`config.mk`:
```
export PLATFORM = sky130hd
export DESIGN_NAME = alu_shift_sequencer
export DESIGN_NICKNAME = d
export VERILOG_FILES = /design/src/rtl/alu_shift_sequencer.sv
export SDC_FILE = /design/constraint.sdc
export NUM_CORES = 1
export LEC_CHECK = 0
export CORE_ASPECT_RATIO = 0.8
export CORE_MARGIN = 3
export CORE_UTILIZATION = 50
export CTS_CLUSTER_DIAMETER = 30
export DETAILED_ROUTE_END_ITERATION = 8
export HOLD_SLACK_MARGIN = 0.06
export PLACE_DENSITY = 0.83
export SLEW_MARGIN = 20
export SYNTH_ARGS = -nofsm -noshare
export SYNTH_HDL_FRONTEND = slang
export SYNTH_SLANG_ARGS = --single-unit
```
`constraint.sdc`:
```
create_clock -name clk_i -period 4 [get_ports clk_i]
set_input_delay 1.2 -clock clk_i [delete_from_list [all_inputs] [get_ports clk_i]]
set_output_delay 1.2 -clock clk_i [all_outputs]
set_load 0.005 [all_outputs]
```
`src/rtl/alu_shift_sequencer.sv`:
```
// Multi-cycle SLL/SRL/SRA engine for the execute stage. It steps the shift by
// FAST_STEP or by 1 each cycle and holds the pipeline until the result is ready.
module alu_shift_sequencer #(
    parameter int FAST_STEP = 4
) (
    input  logic        clk_i,
    input  logic        rst_i,
    input  logic        start_i,
    input  logic [1:0]  op_i,
    input  logic [31:0] operand_i,
    input  logic [4:0]  shamt_i,
    input  logic        flush_i,
    output logic        busy_o,
    output logic        stall_o,
    output logic        done_o,
    output logic        illegal_o,
    output logic [31:0] result_o
);

    typedef enum logic [1:0] {
        IDLE  = 2'd0,
        SHIFT = 2'd1,
        DONE  = 2'd2
    } state_t;

    localparam logic [1:0] OP_SLL = 2'b00;
    localparam logic [1:0] OP_SRA = 2'b10;
    localparam logic [1:0] OP_ILL = 2'b11;
    localparam logic [4:0] STEP   = 5'(FAST_STEP);

    state_t      state, state_next;
    logic [31:0] work, work_next;
    logic [31:0] result_next;
    logic [31:0] shifted;
    logic [63:0] fill_ext;
    logic [4:0]  cnt, cnt_next, cnt_dec, step_amt;
    logic [1:0]  op, op_next;
    logic        sign, sign_next;
    logic        illegal, illegal_next;

    // One shift step; SRA fills from the sign captured at accept time.
    always_comb begin
        step_amt = (cnt >= STEP) ? STEP : 5'd1;
        cnt_dec  = cnt - step_amt;
        fill_ext = {{32{(op == OP_SRA) && sign}}, work} >> step_amt;
        shifted  = (op == OP_SLL) ? (work << step_amt) : fill_ext[31:0];
    end

    always_comb begin
        state_next   = state;
        work_next    = work;
        cnt_next     = cnt;
        op_next      = op;
        sign_next    = sign;
        illegal_next = illegal;
        result_next  = result_o;
        case (state)
            IDLE: begin
                if (start_i && !flush_i) begin
                    work_next    = operand_i;
                    cnt_next     = shamt_i;
                    op_next      = op_i;
                    sign_next    = operand_i[31];
                    illegal_next = (op_i == OP_ILL);
                    if (op_i == OP_ILL) begin
                        state_next  = DONE;
                        result_next = '0;
                    end else if (shamt_i == '0) begin
                        state_next  = DONE;
                        result_next = operand_i;
                    end else begin
                        state_next  = SHIFT;
                    end
                end
            end
            SHIFT: begin
                // A flush abandons the shift without touching the committed result.
                if (flush_i) begin
                    state_next = IDLE;
                end else begin
                    work_next = shifted;
                    cnt_next  = cnt_dec;
                    if (cnt_dec == '0) begin
                        state_next  = DONE;
                        result_next = shifted;
                    end
                end
            end
            DONE: begin
                state_next = IDLE;
            end
            default: begin
                state_next = IDLE;
            end
        endcase
    end

    always_ff @(posedge clk_i) begin
        if (rst_i) begin
            state    <= IDLE;
            work     <= '0;
            cnt      <= '0;
            op       <= '0;
            sign     <= 1'b0;
            illegal  <= 1'b0;
            result_o <= '0;
        end else begin
            state    <= state_next;
            work     <= work_next;
            cnt      <= cnt_next;
            op       <= op_next;
            sign     <= sign_next;
            illegal  <= illegal_next;
            result_o <= result_next;
        end
    end

    assign busy_o    = (state != IDLE);
    assign done_o    = (state == DONE);
    assign illegal_o = (state == DONE) && illegal;
    assign stall_o   = ((state == IDLE) && start_i && !flush_i) || (state == SHIFT);

endmodule

```
Word level (Yosys, flattened, before mapping)

Cells that the tools add are included.

Add/subtract/negate cells: 1
$lt $le $gt $ge: 1
Equality and inequality tests: 9
Shift operators: 2
Mux-type cells: 20
Reduce and logical (&&, ||, !) cells: 17

Operators with widths:

| operator                                                           | count |
|---|---|
| 2-to-1 mux 32 bit                                                  | 8 |
| case mux 32 bit (2 select lines)                                   | 2 |
| >> shifter 64 x 3 -> 32 bit                                        | 1 |
| left shift 32 x 3 -> 32 bit                                        | 1 |
| zero test 5 bit                                                    | 2 |
| 2-to-1 mux 2 bit                                                   | 5 |
| 2-to-1 mux 5 bit                                                   | 2 |
| case mux 5 bit (2 select lines)                                    | 1 |
| == test 2 bit (second input constant)                              | 3 |
| != test 2 bit (second input constant)                              | 3 |
| != test 3 bit (second input constant)                              | 2 |
| greater-or-equal comparator 5 x 3 -> 1 bit (second input constant) | 1 |
| logical AND 1 bit                                                  | 5 |
| AND reduction 5 bit                                                | 1 |
| subtractor 5 x 3 -> 5 bit                                          | 1 |
| zero test 2 bit                                                    | 2 |
| case mux 2 bit (2 select lines)                                    | 1 |
| AND reduction 2 bit                                                | 2 |
| nonzero test 2 bit                                                 | 2 |
| 2-to-1 mux 3 bit                                                   | 1 |
| AND reduction 3 bit                                                | 1 |
| == test 2 x 1 -> 1 bit (second input constant)                     | 1 |
| zero test 1 bit                                                    | 1 |
| logical OR 1 bit                                                   | 1 |

Bits in registers: 75
Bits of input ports: 43
Output and inout bits: 36
Logic and storage cells: 57

Logic depth before layout (Yosys ltp)

Gate-level depths: netlist of run 1.

Depth in word-level cells: 7
Mapped depth: 14
Mapped depth without buffers: 8

Worst setup path after synthesis of run 1

No wires, ideal clock.

Path kind: flip-flop to flip-flop
Start point: reg cnt[3]
End point: reg result_o[11]
Library setup time: 0.132 ns
Data arrival time: 3.047 ns
Data required time: 3.868 ns
Slack: 0.821 ns
Cell stages (with the launch flop): 15
Clock period less this slack: 3.179 ns
Path through: dfxtp_1 > buf_2 > or3_1 > buf_2 > inv_6 > buf_6 > buf_4 > ha_1 > nor4bb_1 > nor4_1 > or4b_1 > buf_4 > buf_6 > a211oi_2 > nor3_1

Word-level cells in the longest chain between the ends: 7
Elaborated cells on any way between the ends: 12
Those cells by class: add/sub: 1; order compare: 1; eq/ne: 1; shift: 2; mux: 5; reduce/logical: 2

Ends and longest elaborated chain:

| what                                                                               | line | RTL |
|---|---|---|
| start, declared                                                                    | 36   | `logic [4:0] cnt, cnt_next, cnt_dec, step_amt;` |
| start signal, assigned                                                             | 110  | `cnt <= cnt_next;` |
| branches (longest 7 deep; another with greater-or-equal comparator 5 x 3 -> 1 bit) | -    |  |
| end signal, assigned                                                               | 114  | `result_o <= result_next;` |
| end, declared                                                                      | 17   | `output logic [31:0] result_o` |

Parallel ways; which one is timed is not known. The select of a mux whose other input is x is not followed.
A chain may end at the register's enable or synchronous reset.

Final worst setup path of run 1

Start point: in start_i
End point: out stall_o

Word-level cells in the longest chain between the ends: 3

Ends and longest elaborated chain:

| what                            | line | RTL |
|---|---|---|
| start, declared                 | 8    | `input logic start_i,` |
| logical AND 1 bit (2 in series) | 121  | `assign stall_o = ((state == IDLE) && start_i && !flush_i) \|\| (state == SHIFT);` |
| logical OR 1 bit                | 121  |  |
| end, declared                   | 14   | `output logic stall_o,` |

No other way between the ends.

==> results of run 1 <==
[path summary, 6_finish.rpt]
path,start,endpoint,slack (ns),cells past startpoint
worst max-delay path,start_i,stall_o,0.23,4
worst min-delay path,result_o[5],result_o[5],0.48,2
worst max register to register,cnt[4],result_o[22],0.79,9
worst min register to register,result_o[5],result_o[5],0.48,2
[cell usage after synthesis, drive strengths merged, types with 2 or more instances]
master,number
nor2,77
dfxtp,75
a211oi,68
nor3,54
a21oi,38
nand2,36
clkbuf,33
o21ai,26
buf,17
mux2i,15
o21a,8
o22ai,8
a311oi,7
nand3,7
o211ai,7
nor3b,6
inv,5
nor2b,5
nor4b,5
or3,5
a221oi,4
a31oi,4
mux4,4
a21boi,3
nand2b,3
nand3b,3
nor4,3
o21bai,3
o31ai,3
and2,2
ha,2
nor4bb,2
o2bb2ai,2
[layout make-up]
cell class	count	area share, %
clock inverters	5	0.6075
clock buffers	9	2.313
flip-flops and latches	75	28.04
inverters	5	0.4439
multi-input cells	420	49.53
well taps	108	2.523
repair buffers	91	16.54
[worst min-delay path: cells and delay by family, from the launching register on]
family           cells  cell delay, ns
AND/OR/NAND/NOR      1            0.06
AO/OA/AOI/OAI        1            0.05
flip-flops           1            0.33
[metrics by stage]
stage	util, %	setup WS [ns]
3_5_place_dp	63.12	0.2644
2_1_floorplan	-	0.8206
5_1_grt	65.02	0.1582
3_3_place_gp	63.12	0.2991
6_report	65.02	0.2349
4_1_cts	65.02	0.2464
[kinds of logic (layout without fill, tap and decap cells)]
group | Yosys count | after routing | synth area share, %
simple gates | 212 | 212 | 23.28
buf+inv | 55 | 110 | 5.812
fa+ha+maj | 2 | 2 | 0.5697
mux | 19 | 19 | 5.470
flops | 75 | 75 | 34.19
compound gates | 187 | 187 | 30.68
[sequential cells by signal, summed over array words and instances (netlist names)]
register / count
illegal: 1
sign: 1
work: 32
op: 2
result_o: 32
state: 2
cnt: 5
[routing by layer]
metal  global-route usage, %  share of wire, %  wire (um)
met3                   5.436                10       1372
met1                   37.61                44       5823
met4                   9.128               1.6        215
met5                       0                 0          0
met2                   36.87                43       5681
[cell usage in the layout (no fill, tap or decap), types with 2 or more instances in the layout]
| cell | instances |
|---|---|
| nor2b_1 | 4 |
| nor4bb_1 | 2 |
| nor4_1 | 3 |
| o22ai_1 | 8 |
| nor4b_1 | 4 |
| mux4_2 | 4 |
| nand2b_1 | 3 |
| a21oi_1 | 37 |
| nand3_1 | 7 |
| clkdlybuf4s50_1 | 77 |
| a31oi_1 | 4 |
| clkinvlp_4 | 3 |
| nor2_1 | 77 |
| and2_1 | 2 |
| a21boi_0 | 3 |
| nand2_1 | 36 |
| o31ai_1 | 3 |
| o2bb2ai_1 | 2 |
| nand3b_1 | 3 |
| o21a_1 | 8 |
| o211ai_1 | 6 |
| a211oi_2 | 18 |
| inv_1 | 4 |
| a311oi_1 | 7 |
| clkinv_2 | 2 |
| buf_4 | 12 |
| dfxtp_1 | 75 |
| a221oi_1 | 4 |
| nor3_1 | 54 |
| o21bai_1 | 3 |
| a211oi_1 | 50 |
| ha_1 | 2 |
| mux2i_1 | 15 |
| o21ai_0 | 25 |
| nor3b_1 | 6 |
| clkbuf_8 | 9 |
| or3_1 | 5 |
[power breakdown]
part	leakage (nW)	internal (mW)	switching, mW
registers	0.615	0.805	0.0717
logic	1.05	0.245	0.306
clock network	0.0730	0.216	0.285
total	1.74	1.27	0.663
==> flow_summary.json, run 1 <==
{
  "status": "complete, no violations",
  "synth_flop_cell": "dfxtp_1",
  "whs_ns": 0.4829,
  "nFillCells": 725,
  "cp_max_fo": 4,
  "cp-end-kind": "primary output",
  "clkTransAtPathRegs_ns": 0.08,
  "die_h_um": 89.83,
  "postRouteAntennaNets": 0,
  "grtUsageTotal_pct": 25.60,
  "synth_seq_cells": 75,
  "syn_inst": 550,
  "avgSynthCellArea_um2": 7.985,
  "clock_path_buffers": 2,
  "cts_root_buffer": "clkbuf_8",
  "crit_type": "input pin to primary output",
  "cap_viol_max_count": 0,
  "maxSlewViolCount": 0,
  "place_area_um2": 5199,
  "core_area_um2": 8237,
  "n_antenna_cell": 0,
  "io_pins": 79,
  "cp_slowest_cell": "clkdlybuf4s50_1",
  "yosysTopAreaCellShare_pct": 34.19,
  "cts_sinks": 75,
  "cp-start-kind": "input pin",
  "ir_worst_vdd_mv": 0.1646,
  "ys.warnings.count": 0,
  "die_w_um": 110.8,
  "finalNonFillerCells": 713,
  "grt_max_degree": 50,
  "placed_cells": 699,
  "synth_edf_count": 0,
  "viasPerCell": 6.401,
  "synth-async-reset-ratio_pct": 0,
  "multi_input_area_um2": 2653,
  "max_slew_margin_pct": 34.13,
  "post_cts_buffers": 0,
  "finalHoldViolCount": 0,
  "leakage_nw": 1.737,
  "syn_to_final_growth_pct": 21.94,
  "slowest_delay_ns": 0.53,
  "hpwl_um": 8833,
  "start_util_pct": 53.32,
  "cts_htree_levels": 3,
  "grt_pass1_vias": 4157,
  "synth_nets": 595,
  "wl_um": 13090,
  "cp_top_family": "buffers and inverters",
  "cp.arrival_ns": 2.57,
  "ys_types": 51,
  "cp_cell_sequence": "clkdlybuf4s50_1 > nand2b_1 > a21oi_1 > clkdlybuf4s50_1",
  "seq_area_um2": 1501,
  "synth_area_leaders": "dfxtp_1, a211oi_1, nor2_1",
  "yosysSeqAreaShare_pct": 34.19,
  "portBuffers": 78,
  "antenna_found_initial": 0,
  "drc": 0,
  "dieArea_um2": 9951,
  "yosys.area.top_type": "dfxtp_1",
  "cts_tree": "built",
  "cts_resized": 0,
  "synth_area_um2": 4392,
  "max_freq_mhz": 265.6,
  "design_area_um2": 5355,
  "fin_skew_ns": 0.007451,
  "crit_top_cell": "clkdlybuf4s50_1",
  "nNetsFinal": 647,
  "holdBufCountCts": 0,
  "hp-class": "register to register",
  "drive_gt1_share_pct": 9.587,
  "setup_tns_ns": 0,
  "rows": 29,
  "worst_slew_pin_slew_ns": 0.9881,
  "cts_buffers": 9,
  "place_congestion": 0.9189,
  "drt_iter0_drc": 466,
  "route.vias.total": 4564,
  "power.total_mw": 1.928,
  "setup_viol_count_final": 0,
  "min_period_over_period_pct": 94.13,
  "critPathRequiredTime_ns": 2.80,
  "power_density_nw_per_um2": 360.0,
  "rsz0062_at_grt": "false",
  "grt_pass1_wl_um": 21330,
  "grt-ovfl-total": 0,
  "wl_per_cell_um": 18.36,
  "cp_num_buf_inv": 2,
  "first_pass_iters": 7,
  "clkLatencyLatePin_ns": 0.35,
  "fin_crit_ns": 3.765
}
Power figures use the tool's default switching activity.
==> run 2: changes to the inputs <==
--- a/config.mk
+++ b/config.mk
@@ -12,6 +12,7 @@
 export DETAILED_ROUTE_END_ITERATION = 8
 export HOLD_SLACK_MARGIN = 0.06
 export PLACE_DENSITY = 0.83
+export SETUP_SLACK_MARGIN = 0.3
 export SLEW_MARGIN = 20
 export SYNTH_ARGS = -nofsm -noshare
 export SYNTH_HDL_FRONTEND = slang
==> flow_summary.json, run 2 (synthesis results as in run 1) <==
{
  "setup_tns_ns": 0,
  "cp_num_buf_inv": 2,
  "multi_input_area_um2": 2664,
  "power_density_nw_per_um2": 359.2,
  "status": "complete, no violations",
  "dieArea_um2": 9951,
  "r2r_slack_ns": 0.80,
  "rows": 29,
  "final_common_cell": "nor2_1",
  "design_area_um2": 5379,
  "cp_max_fo": 3,
  "whs_endpoint": "result_o[5]",
  "cts_buffers": 9,
  "ir_worst_vdd_mv": 0.1645,
  "setup_viol_count_final": 0,
  "min_period_over_period_pct": 82.24,
  "route.vias.total": 4590,
  "grt-ovfl-total": 0,
  "nNetsFinal": 648,
  "cts_tree": "built",
  "cts_root_buffer": "clkbuf_8",
  "cts_htree_levels": 3,
  "highest_layer": "met4",
  "place_congestion": 0.9189,
  "power.total_mw": 1.932,
  "cp-start-kind": "input pin",
  "critPathRequiredTime_ns": 2.80,
  "finalNonFillerCells": 714,
  "dr_wl_met3_um": 1288,
  "r2r-start": "cnt[4]",
  "cp_slowest_cell": "clkdlybuf4s50_1",
  "crit_type": "input pin to primary output",
  "post-route-util_pct": 65.30,
  "grt_pass1_vias": 4176,
  "core_area_um2": 8237,
  "nFillCells": 726,
  "place_area_um2": 5199,
  "wl_um": 13220,
  "fin_skew_ns": 0.007511,
  "cp_cell_sequence": "clkdlybuf4s50_1 > nand2b_4 > a21oi_2 > dlymetal6s2s_1",
  "hpwl_um": 8833,
  "wl_met2_um": 5759,
  "worstReg2RegEnd": "result_o[22]",
  "seq_area_um2": 1501,
  "portBuffers": 78,
  "hold_start": "result_o[5]",
  "antenna_found_initial": 0,
  "placed_cells": 699,
  "layout_setup_ws_ns": 0.7103,
  "drc": 0,
  "cts_sinks": 75,
  "cp-end-kind": "primary output",
  "whs_ns": 0.4831,
  "min_path_cells": 2,
  "drt_iter0_drc": 384,
  "cp.arrival_ns": 2.09,
  "die_w_um": 110.8,
  "wl_per_cell_um": 18.52,
  "finalHoldViolCount": 0,
  "max_slew_margin_pct": 35.12,
  "reg_top3": "result_o (32), work (32), cnt (5)",
  "hp-class": "register to register",
  "wl_met1_um": 5911,
  "leakage_nw": 1.769,
  "cap_viol_max_count": 0,
  "postRouteAntennaNets": 0,
  "clkLatencyLatePin_ns": 0.35,
  "die_h_um": 89.83,
  "slowest_delay_ns": 0.45,
  "io_pins": 79,
  "first_pass_iters": 5,
  "worst_slew_pin_slew_ns": 0.9732,
  "maxSlewViolCount": 0,
  "grt_pass1_wl_um": 21420,
  "grt_max_degree": 50,
  "grtUsageTotal_pct": 25.77,
  "clkTransAtPathRegs_ns": 0.08,
  "drive_gt1_share_pct": 10.07,
  "max_freq_mhz": 304.0,
  "r2r_cells": 9,
  "clock_path_buffers": 2,
  "viasPerCell": 6.429,
  "post-place-ws_ns": 0.2644,
  "syn_to_final_growth_pct": 22.48,
  "final_cell_mix": "nor2_1, dfxtp_1, clkdlybuf4s50_1",
  "rsz0062_at_grt": "false",
  "fin_crit_ns": 3.290,
  "holdBufCountCts": 0,
  "start_util_pct": 53.32,
  "n_antenna_cell": 0,
  "cp_top_family": "buffers and inverters"
}
[run 2: power breakdown]
| group | internal, mW | leakage, nW | total [mW] | switching (mW) |
|---|---|---|---|---|
| Combinational | 0.246 | 1.08 | 0.553 | 0.308 |
| Sequential | 0.805 | 0.615 | 0.877 | 0.0717 |
| Clock | 0.216 | 0.0730 | 0.502 | 0.286 |
[run 2: worst max-delay path by stage]
stage                     slack, ns            to  depth (start not counted)     from
after detailed placement       0.26       stall_o                          4  start_i
after CTS                      0.31       stall_o                          4  start_i
final                          0.71       stall_o                          4  flush_i
after global routing           0.63   result_o[7]                          9   cnt[4]
after global placement         0.30       stall_o                          4  flush_i
after floorplan                0.82  result_o[11]                         14   cnt[3]
[run 2: routing by layer]
metal	track usage (%)	up-vias
met5	0	-
met4	9.128	0
met3	5.772	33
met2	37.17	266
met1	37.66	2127
li1	-	2164
[run 2: timing repair]
| action | 4_1_cts | 5_1_grt |
|---|---|---|
| buffers inserted | 1 | 0 |
| setup endpoints to repair | 1 | 1 |
| gates resized for setup | 1 | 3 |
[run 2: final cells by class]
class / count / area share [%]
Multi-Input combinational cell: 420 / 49.52
Sequential cell: 75 / 27.91
Timing Repair Buffer: 92 / 16.70
Tap cell: 108 / 2.512
Clock buffer: 9 / 2.303
Clock inverter: 5 / 0.6048
Inverter: 5 / 0.4420
[run 2: worst reg2reg max path, stage by stage (launching register included)]
cell	delay, ns
dfxtp_1	0.41
or3_1	0.50
nor2_1	0.13
ha_1	0.25
nor4bb_1	0.44
nor4_1	0.19
or4b_1	0.52
buf_4	0.28
a211oi_2	0.27
nor3_1	0.08
==> run 3: changes to the inputs <==
--- a/config.mk
+++ b/config.mk
@@ -7,7 +7,7 @@
 export LEC_CHECK = 0
 export CORE_ASPECT_RATIO = 0.8
 export CORE_MARGIN = 3
-export CORE_UTILIZATION = 50
+export CORE_UTILIZATION = 48
 export CTS_CLUSTER_DIAMETER = 30
 export DETAILED_ROUTE_END_ITERATION = 8
 export HOLD_SLACK_MARGIN = 0.06
==> constraint.sdc (replaced) <==
create_clock -name clk_i -period 2.9 [get_ports clk_i]
set_input_delay 0.87 -clock clk_i [delete_from_list [all_inputs] [get_ports clk_i]]
set_output_delay 0.87 -clock clk_i [all_outputs]
set_load 0.005 [all_outputs]
==> flow_summary.json, run 3 (synthesis results as in run 1) <==
{
  "route.vias.total": 4906,
  "grt_pass1_wl_um": 23630,
  "min_path_cells": 2,
  "power_density_nw_per_um2": 564.2,
  "fin_skew_ns": 0.004364,
  "cts_buffers": 9,
  "dieArea_um2": 10340,
  "io_pins": 79,
  "reg_top3": "result_o (32), work (32), cnt (5)",
  "viasPerCell": 6.472,
  "rsz0062_at_grt": "true",
  "first_pass_iters": 5,
  "cp_max_fo": 7,
  "clkTransAtPathRegs_ns": 0.06,
  "cp-end-kind": "register",
  "crit_cells": 7,
  "crit_type": "input pin to register",
  "wl_um": 15140,
  "start_util_pct": 50.43,
  "placed_cells": 730,
  "cp_cell_sequence": "dlygate4sd2_1 > or4_4 > o211ai_2 > or4b_4 > buf_12 > a211oi_4 > nor3_1",
  "drive_gt1_share_pct": 18.60,
  "design_area_um2": 6043,
  "rows": 30,
  "finalHoldViolCount": 0,
  "setup_viol_count_final": 0,
  "hpwl_um": 9557,
  "critPathRequiredTime_ns": 3.13,
  "max_slew_margin_pct": 59.88,
  "cp.arrival_ns": 2.91,
  "die_w_um": 112.9,
  "leakage_nw": 2.093,
  "cts_tree": "built",
  "syn_to_final_growth_pct": 37.61,
  "grt_pass1_vias": 4668,
  "worst_slew_pin_slew_ns": 0.6009,
  "drc": 0,
  "die_h_um": 91.56,
  "postRouteAntennaNets": 0,
  "portBuffers": 78,
  "grtUsageTotal_pct": 28.17,
  "core_area_um2": 8708,
  "clock_path_buffers": 2,
  "cp_slowest_cell": "or4b_4",
  "grt-ovfl-total": 0,
  "cp_top_family": "simple AND/OR/NAND/NOR gates",
  "r2r_cells": 9,
  "final_common_cell": "nor2_1",
  "finalNonFillerCells": 758,
  "min_period_over_period_pct": 92.39,
  "ir_worst_vdd_mv": 0.2919,
  "max_freq_mhz": 373.2,
  "place_area_um2": 5493,
  "final_cell_mix": "nor2_1, dfxtp_1, clkdlybuf4s50_1",
  "fin_crit_ns": 2.679,
  "antenna_found_initial": 1,
  "clkLatencyLatePin_ns": 0.35,
  "maxSlewViolCount": 0,
  "place_congestion": 0.9069,
  "post-route-util_pct": 69.40,
  "status": "complete, no violations",
  "cts_root_buffer": "clkbuf_16",
  "nNetsFinal": 687,
  "wl_per_cell_um": 19.97,
  "cp_num_buf_inv": 2,
  "cts_sinks": 75,
  "cp-start-kind": "input pin",
  "grt_max_degree": 45,
  "cap_viol_max_count": 0,
  "drt_iter0_drc": 496,
  "hp-class": "register to register",
  "cts_htree_levels": 3,
  "slowest_delay_ns": 0.59
}
-- run 3: what timing repair did --
action / 4_1_cts / 5_1_grt
pin swaps: 11 / 7
hold buffers: 0 / 0
hold endpoints to repair: 0 / 0
gates cloned: 2 / 1
setup buffers: 3 / 7
resized for setup: 21 / 12
endpoints found under the setup margin: 34 / 35
-- run 3: final timing paths --
path | from | to | slack [ns]
worst max-delay path | shamt_i[2] | result_o[21] | 0.22
worst min-delay path | result_o[5] | result_o[5] | 0.47
worst max register to register | cnt[3] | result_o[21] | 0.23
worst min register to register | result_o[5] | result_o[5] | 0.47
-- run 3: power by group --
part	switching, mW	internal (mW)
Clock	0.447	0.831
Sequential	0.0906	1.11
Combinational	0.498	0.431
-- run 3: layer usage --
layer,track usage [%],vias to the layer above,part of all wire [%]
met4,9.510,0,1.8
met3,6.995,37,11
li1,-,2241,-
met2,44.38,336,46
met1,37.61,2292,41
met5,0,-,0
-- run 3: layout make-up --
type,instances,area (um^2)
Sequential cell,75,1504
Clock inverter,5,103.9
Antenna cell,1,2.502
Clock buffer,9,225.2
Fill cell,695,2665
Inverter,5,26.28
Timing Repair Buffer,131,1252
Tap cell,112,140.1
Multi-Input combinational cell,420,2789
-- run 3: per-stage QoR --
step           setup slack (ns)  setup TNS [ns]  power [mW]  hold slack (ns)
4_1_cts                  0.2050               0       3.355           0.4720
6_report                 0.2206               0       3.410           0.4687
5_1_grt                  0.1575               0       3.529           0.4901
3_3_place_gp            -0.2427          -4.474       2.028           0.4492
2_1_floorplan           -0.1564          -3.208       1.738           0.4449
3_5_place_dp            -0.2903          -6.307       2.053           0.4607
-- run 3: worst register-to-register path: cells and delay by family (launching register included) --
| kind | cells | cell delay (ns) |
|---|---|---|
| compound gates | 1 | 0.22 |
| fa+ha+maj | 1 | 0.21 |
| buf+inv | 2 | 0.27 |
| flops | 1 | 0.32 |
| simple gates | 5 | 1.54 |
==> RTL change 1: new RTL, config.mk and constraints of run 2 <==
Re-encode `state_t` (3 states) as one-hot, 3 bits wide.
--- a/src/rtl/alu_shift_sequencer.sv
+++ b/src/rtl/alu_shift_sequencer.sv
@@ -18,8 +18,8 @@
 );
 
-    typedef enum logic [1:0] {
-        IDLE  = 2'd0,
-        SHIFT = 2'd1,
-        DONE  = 2'd2
+    typedef enum logic [2:0] {
+        IDLE  = 3'b001,
+        SHIFT = 3'b010,
+        DONE  = 3'b100
     } state_t;
 
Formal check against the unedited RTL: same outputs for any inputs over 4 cycles, from zero or initial values and one cycle with rst_i high; so few cycles prove little.
==> RTL change 1 against run 2 <==
- cell count fell by 0.42%
- clock skew fell by 0.0023 ns
- sequential share of layout area fell by 1.4 points
- wire length rose by 7.1%
- area after synthesis rose by 6.8%
- worst hold slack got worse by 0.030 ns
- power rose by 8.0%
- sequential cell count rose by 1
- critical path depth did not move
- count of clock-buffer cells in the layout rose by 3
- worst setup slack got worse by 0.30 ns
- final area rose by 6.7%
- largest power group unchanged
- highest routed layer is now met5
==> RTL change 1: results (changes against run 2) <==
| Metric | Value |
|---|---|
| Avg WL per Cell | `19.9 um (+7.5%)` |
| Sequential-to-total area share from yosys stat | `32.4% (-1.7 points)` |
| Combinational power share | `20.5% (-8.1 points)` |
| Placer Congestion | `0.955 (+4.0%)` |
| Routed WL | `14200 um (+7.1%)` |
| Setup Fix Bufs, Post-CTS | `0 (-1)` |
| Worst-path clk slew | `0.05 ns (-0.03 ns)` |
| Met2 wire length | `6440 um (+12%)` |
| Total power draw | `2090 uW (+8.0%)` |
| Max stage delay on crit path | `0.49 ns (+0.04 ns)` |
| Largest delay contributor family on the critical path | `buffers and inverters` |
| GR Util met3 | `7.32% (+1.5 points)` |
| Top cells by area, synth | `dfxtp_1, a211oi_1, nor2_1` |
| Max Used Layer | `met5` |
| M1 WL | `5770 um (-2.4%)` |
| Synth Area in XOR/XNOR | `0.187% (+0.19 points)` |
| Synth cell count leaders | `dfxtp_1, nor2_1, a211oi_1, a21oi_1, nand2_1` |
| Vias in the first global route | `4436 (+6.2%)` |
| Starting DRC count in detailed routing | `551 (+43%)` |
| Pre-CTS WS | `0.268 ns (+0.00383 ns)` |
| Sink of the worst hold path | `cnt[0]` |
| CP max FO | `3 (unchanged)` |
| WL met3 | `1720 um (+33%)` |
| Mux cell area share after synthesis | `7.36% (+1.9 points)` |
| Register share of total power | `40.8% (-4.6 points)` |
| Clock latency at the later pin of the worst-skew pair | `0.33 ns (-0.02 ns)` |
| First-pass GRT wire length | `22800 um (+6.6%)` |
| Hold path start | `cnt[0]` |
| Fin nets | `642 (-0.93%)` |
| Hold_ws | `0.453 ns (-0.0304 ns)` |
| Worst vdd ir | `318 uV (+93%)` |
| Synthesized Nets | `588 (-1.2%)` |
| Post-Synth Adder-Cell Area | `0.800% (+0.23 points)` |
| Reg-to-reg setup timing slack | `0.56 ns (-0.24 ns)` |
| GRT met2 Usage | `41.7% (+4.5 points)` |
| GR Util All Layers | `26.9% (+1.2 points)` |
| Initial antenna violation count | `1 (+1)` |
| Sw frac | `27.9% (-6.5 points)` |
| Worst Max-Slew Pin Slew | `0.710 ns (-0.263 ns)` |
| Static Leak | `0.00193 uW (+9.1%)` |
| Final Skew | `0.00524 ns (-0.00227 ns)` |
| WP data arrival | `2.39 ns (+0.30 ns)` |
| Pin count of the biggest net entering global routing | `49 (-2.0%)` |
| Met1 Usage GRT | `37.1% (-0.58 points)` |
| FF-to-FF End | `result_o[7]` |
| Vias | `4752 (+3.5%)` |
| Distinct cells, synth | `61 (+20%)` |
| Compound-Gate Fraction of Synth Area | `33.1% (+2.4 points)` |
| Dpl hpwl | `10000 um (+13%)` |
| Root buf cell | `clkbuf_16` |
| Status | `completed` |
| Cell Area, Placed | `5450 um^2 (+4.8%)` |
| Layout cells sized above 1 | `14.4% (+4.3 points)` |
| Placed Instances | `697 (-0.29%)` |
| Gate Count Post-Synth | `542 (-1.5%)` |
| Top FF cell, synth | `dfxtp_1` |
RTL change 1: changes by cell type after synthesis, sizes merged, moves of 6 or more:
cell    before  now
o21ai       26    6
clkbuf      33   26
o22ai        8    0
a221oi       4   19
a21oi       38   48
nor3        54   24
and3         0    7
nand2       36   42
buf         17   30
RTL change 1: final cells by class:
cell class              instances  area [um^2]
clock buffers                  12          256
well taps                     112          140
repair buffers                 99          932
inverters                       4         27.5
flip-flops and latches         76         1520
multi-input cells             406         2830
clock inverters                 2         35.0
fillers                       747         3040
RTL change 1: how the worst max path moves through the flow:
stage	startpoint	to	slack (ns)	depth (start not counted)
2_1_floorplan	cnt[2]	result_o[6]	0.96	14
3_5_place_dp	flush_i	stall_o	0.27	5
3_3_place_gp	flush_i	stall_o	0.32	5
4_1_cts	start_i	stall_o	0.41	4
5_1_grt	start_i	stall_o	0.36	4
6_report	start_i	stall_o	0.41	4
RTL change 1: what timing repair did:
action	in CTS	in global routing
endpoints found under the hold margin	0	0
endpoints found under the setup margin	1	0
resized for setup	2	0
==> RTL change 2: new RTL, flow settings as in run 2 <==
Without the edit above. Take the reset off `result_o` and load it in a clocked block of its own.
--- a/src/rtl/alu_shift_sequencer.sv
+++ b/src/rtl/alu_shift_sequencer.sv
@@ -104,5 +104,4 @@
             sign     <= 1'b0;
             illegal  <= 1'b0;
-            result_o <= '0;
         end else begin
             state    <= state_next;
@@ -112,6 +111,9 @@
             sign     <= sign_next;
             illegal  <= illegal_next;
-            result_o <= result_next;
         end
+    end
+
+    always_ff @(posedge clk_i) begin
+        result_o <= result_next;
     end
 
Formal check against the unedited RTL: not equivalent (a bounded check fails within 4 cycles, from zero or initial values and one cycle with rst_i high).
==> RTL change 2 against run 2 <==
- area after synthesis down 12%
- wire length down 23%
- power down 6.4%
- sequential power up 1%
- first-iteration DRC count down 3.6%
- sequential cell count unchanged
- via count down 17%
- worst setup slack worse by 0.33 ns
- final area down 8.6%
- count of clock-buffer cells in the layout up 2
- largest cell class unchanged
- largest power group unchanged
==> RTL change 2: results (changes against run 2) <==
| Metric | Value |
|---|---|
| Setup Fix Bufs, Post-CTS | `0 (-1)` |
| Synth Area in XOR/XNOR | `0.226% (+0.23 points)` |
| Placer Congestion | `0.931 (+1.3%)` |
| Avg WL per Cell | `15.6 um (-16%)` |
| Starting DRC count in detailed routing | `370 (-3.6%)` |
| Sequential-to-total area share from yosys stat | `46.9% (+13 points)` |
| Initial antenna violation count | `0 (unchanged)` |
| Post-Synth Adder-Cell Area | `0.644% (+0.075 points)` |
| Synth cell count leaders | `nand2_1, nor2_1, a21oi_1, dfxtp_1, o21ai_0` |
| Static Leak | `0.00167 uW (-5.7%)` |
| Biggest registers after layout | `result_o x32, work x32, cnt x5` |
| Final Skew | `0.00907 ns (+0.00155 ns)` |
| Vias in the first global route | `3466 (-17%)` |
| Pre-CTS WS | `0.155 ns (-0.110 ns)` |
| Root buf cell | `clkbuf_8` |
| Reg-to-Reg Start | `cnt[4]` |
| Mux cell area share after synthesis | `1.03% (-4.4 points)` |
| WP data arrival | `2.42 ns (+0.33 ns)` |
| Slew HR | `40.9% (+5.7 points)` |
| Critical Path Source | `flush_i` |
| Clock Path Buffers | `2 (unchanged)` |
| Diode count | `0 (unchanged)` |
| GR Util All Layers | `22.8% (-2.9 points)` |
| Reg-to-reg setup timing slack | `1.07 ns (+0.27 ns)` |
| Synthesized Nets | `520 (-13%)` |
| Top FF cell, synth | `dfxtp_1` |
| Port Buffers | `78 (unchanged)` |
| Total CTS buffers | `9 (unchanged)` |
| Worst-path clk slew | `0.08 ns (about the same)` |
| Final worst setup slack | `0.377 ns (-0.333 ns)` |
| Layout cells sized above 1 | `8.27% (-1.8 points)` |
| Post-synth EDFFs | `32 (+32)` |
| Clock latency at the later pin of the worst-skew pair | `0.35 ns (about the same)` |
| First-pass GRT wire length | `16600 um (-22%)` |
| Gate Count Post-Synth | `475 (-14%)` |
| Distinct cells, synth | `39 (-24%)` |
| Ys Warns | `0 (unchanged)` |
| Compound-Gate Fraction of Synth Area | `24.2% (-6.5 points)` |
| Reg2reg path depth | `9 (unchanged)` |
| Final setup viols | `0 (unchanged)` |
| Top cells by area, synth | `edfxtp_1, dfxtp_1, nand2_1` |
| WHS Path Cells | `2 (unchanged)` |
| Via-to-Cell Ratio | `5.86 (-8.8%)` |
| FF-to-FF End | `result_o[11]` |
| CP max FO | `4 (+1)` |
| # H-tree levels | `3 (unchanged)` |
| Status | `completed` |
| Hold/Removal Path Class | `flip-flop to flip-flop` |
| Worst vdd ir | `212 uV (+29%)` |
| Pin count of the biggest net entering global routing | `38 (-24%)` |
| Vias | `3803 (-17%)` |
| Async SR Flop Fraction | `0% (unchanged)` |
| Placed Instances | `633 (-9.4%)` |
| Dpl hpwl | `7120 um (-19%)` |
| Worst Setup EP | `stall_o` |
| Fin nets | `584 (-9.9%)` |
| Pre-antenna DRT Iters | `5 (unchanged)` |
==> RTL change 2: critical path, stage by stage <==
cell and delay [ns]:
clkdlybuf4s50_1 0.51, nor2b_2 0.06, nor2b_1 0.13, or2_2 0.26, dlygate4sd2_1 0.26
==> RTL change 2: worst min-delay path by stage <==
stage	slack, ns	endpoint	start
final	0.48	cnt[1]	cnt[1]
after global routing	0.52	cnt[1]	cnt[1]
after floorplan	0.45	cnt[1]	cnt[1]
after detailed placement	0.47	cnt[1]	cnt[1]
after CTS	0.48	cnt[1]	cnt[1]
after global placement	0.47	cnt[1]	cnt[1]
==> RTL change 2: cells by family (layout without fill, tap and decap cells) <==
| kind of cell | Yosys count | count (layout) |
|---|---|---|
| flops | 75 | 75 |
| buf+inv | 40 | 109 |
| compound gates | 151 | 151 |
| mux | 4 | 4 |
| xor+xnor | 1 | 1 |
| fa+ha+maj | 2 | 2 |
| simple gates | 202 | 202 |
==> RTL change 2: final cells by class <==
cell class                      instances  area [um^2]
Fill cell                             654         2550
Inverter                                4         27.5
Clock inverter                          5         55.1
Clock buffer                           11          131
Tap cell                              105          131
Sequential cell                        75         1820
Timing Repair Buffer                   89          865
Multi-Input combinational cell        360         1880
==> RTL change 2: timing repair <==
| action | CTS | global route |
|---|---|---|
| endpoints found under the setup margin | 1 | 1 |
| pin swaps | 0 | 0 |
| resized for setup | 2 | 1 |
| hold buffers | 0 | 0 |
==> RTL change 2: through the flow <==
step	util (%)	instance area, um^2
after floorplan	-	3890
after global placement	63.2	4720
after detailed placement	63.2	4720
after CTS	65.7	4910
after global routing	65.9	4920
final	65.9	4920
==> RTL change 2: where the power goes <==
group          internal (uW)  switching [uW]
registers                851            37.9
clock network            286             282
logic                    145             207
==> RTL change 2: metal layers <==
metal | vias up | wire length, um | GRT usage, %
met2 | 216 | 4500 | 34.0
met5 | - | 0 | 0
met3 | 19 | 950 | 7.15
met1 | 1748 | 4520 | 32.0
li1 | 1820 | - | -
met4 | 0 | 165 | 7.13
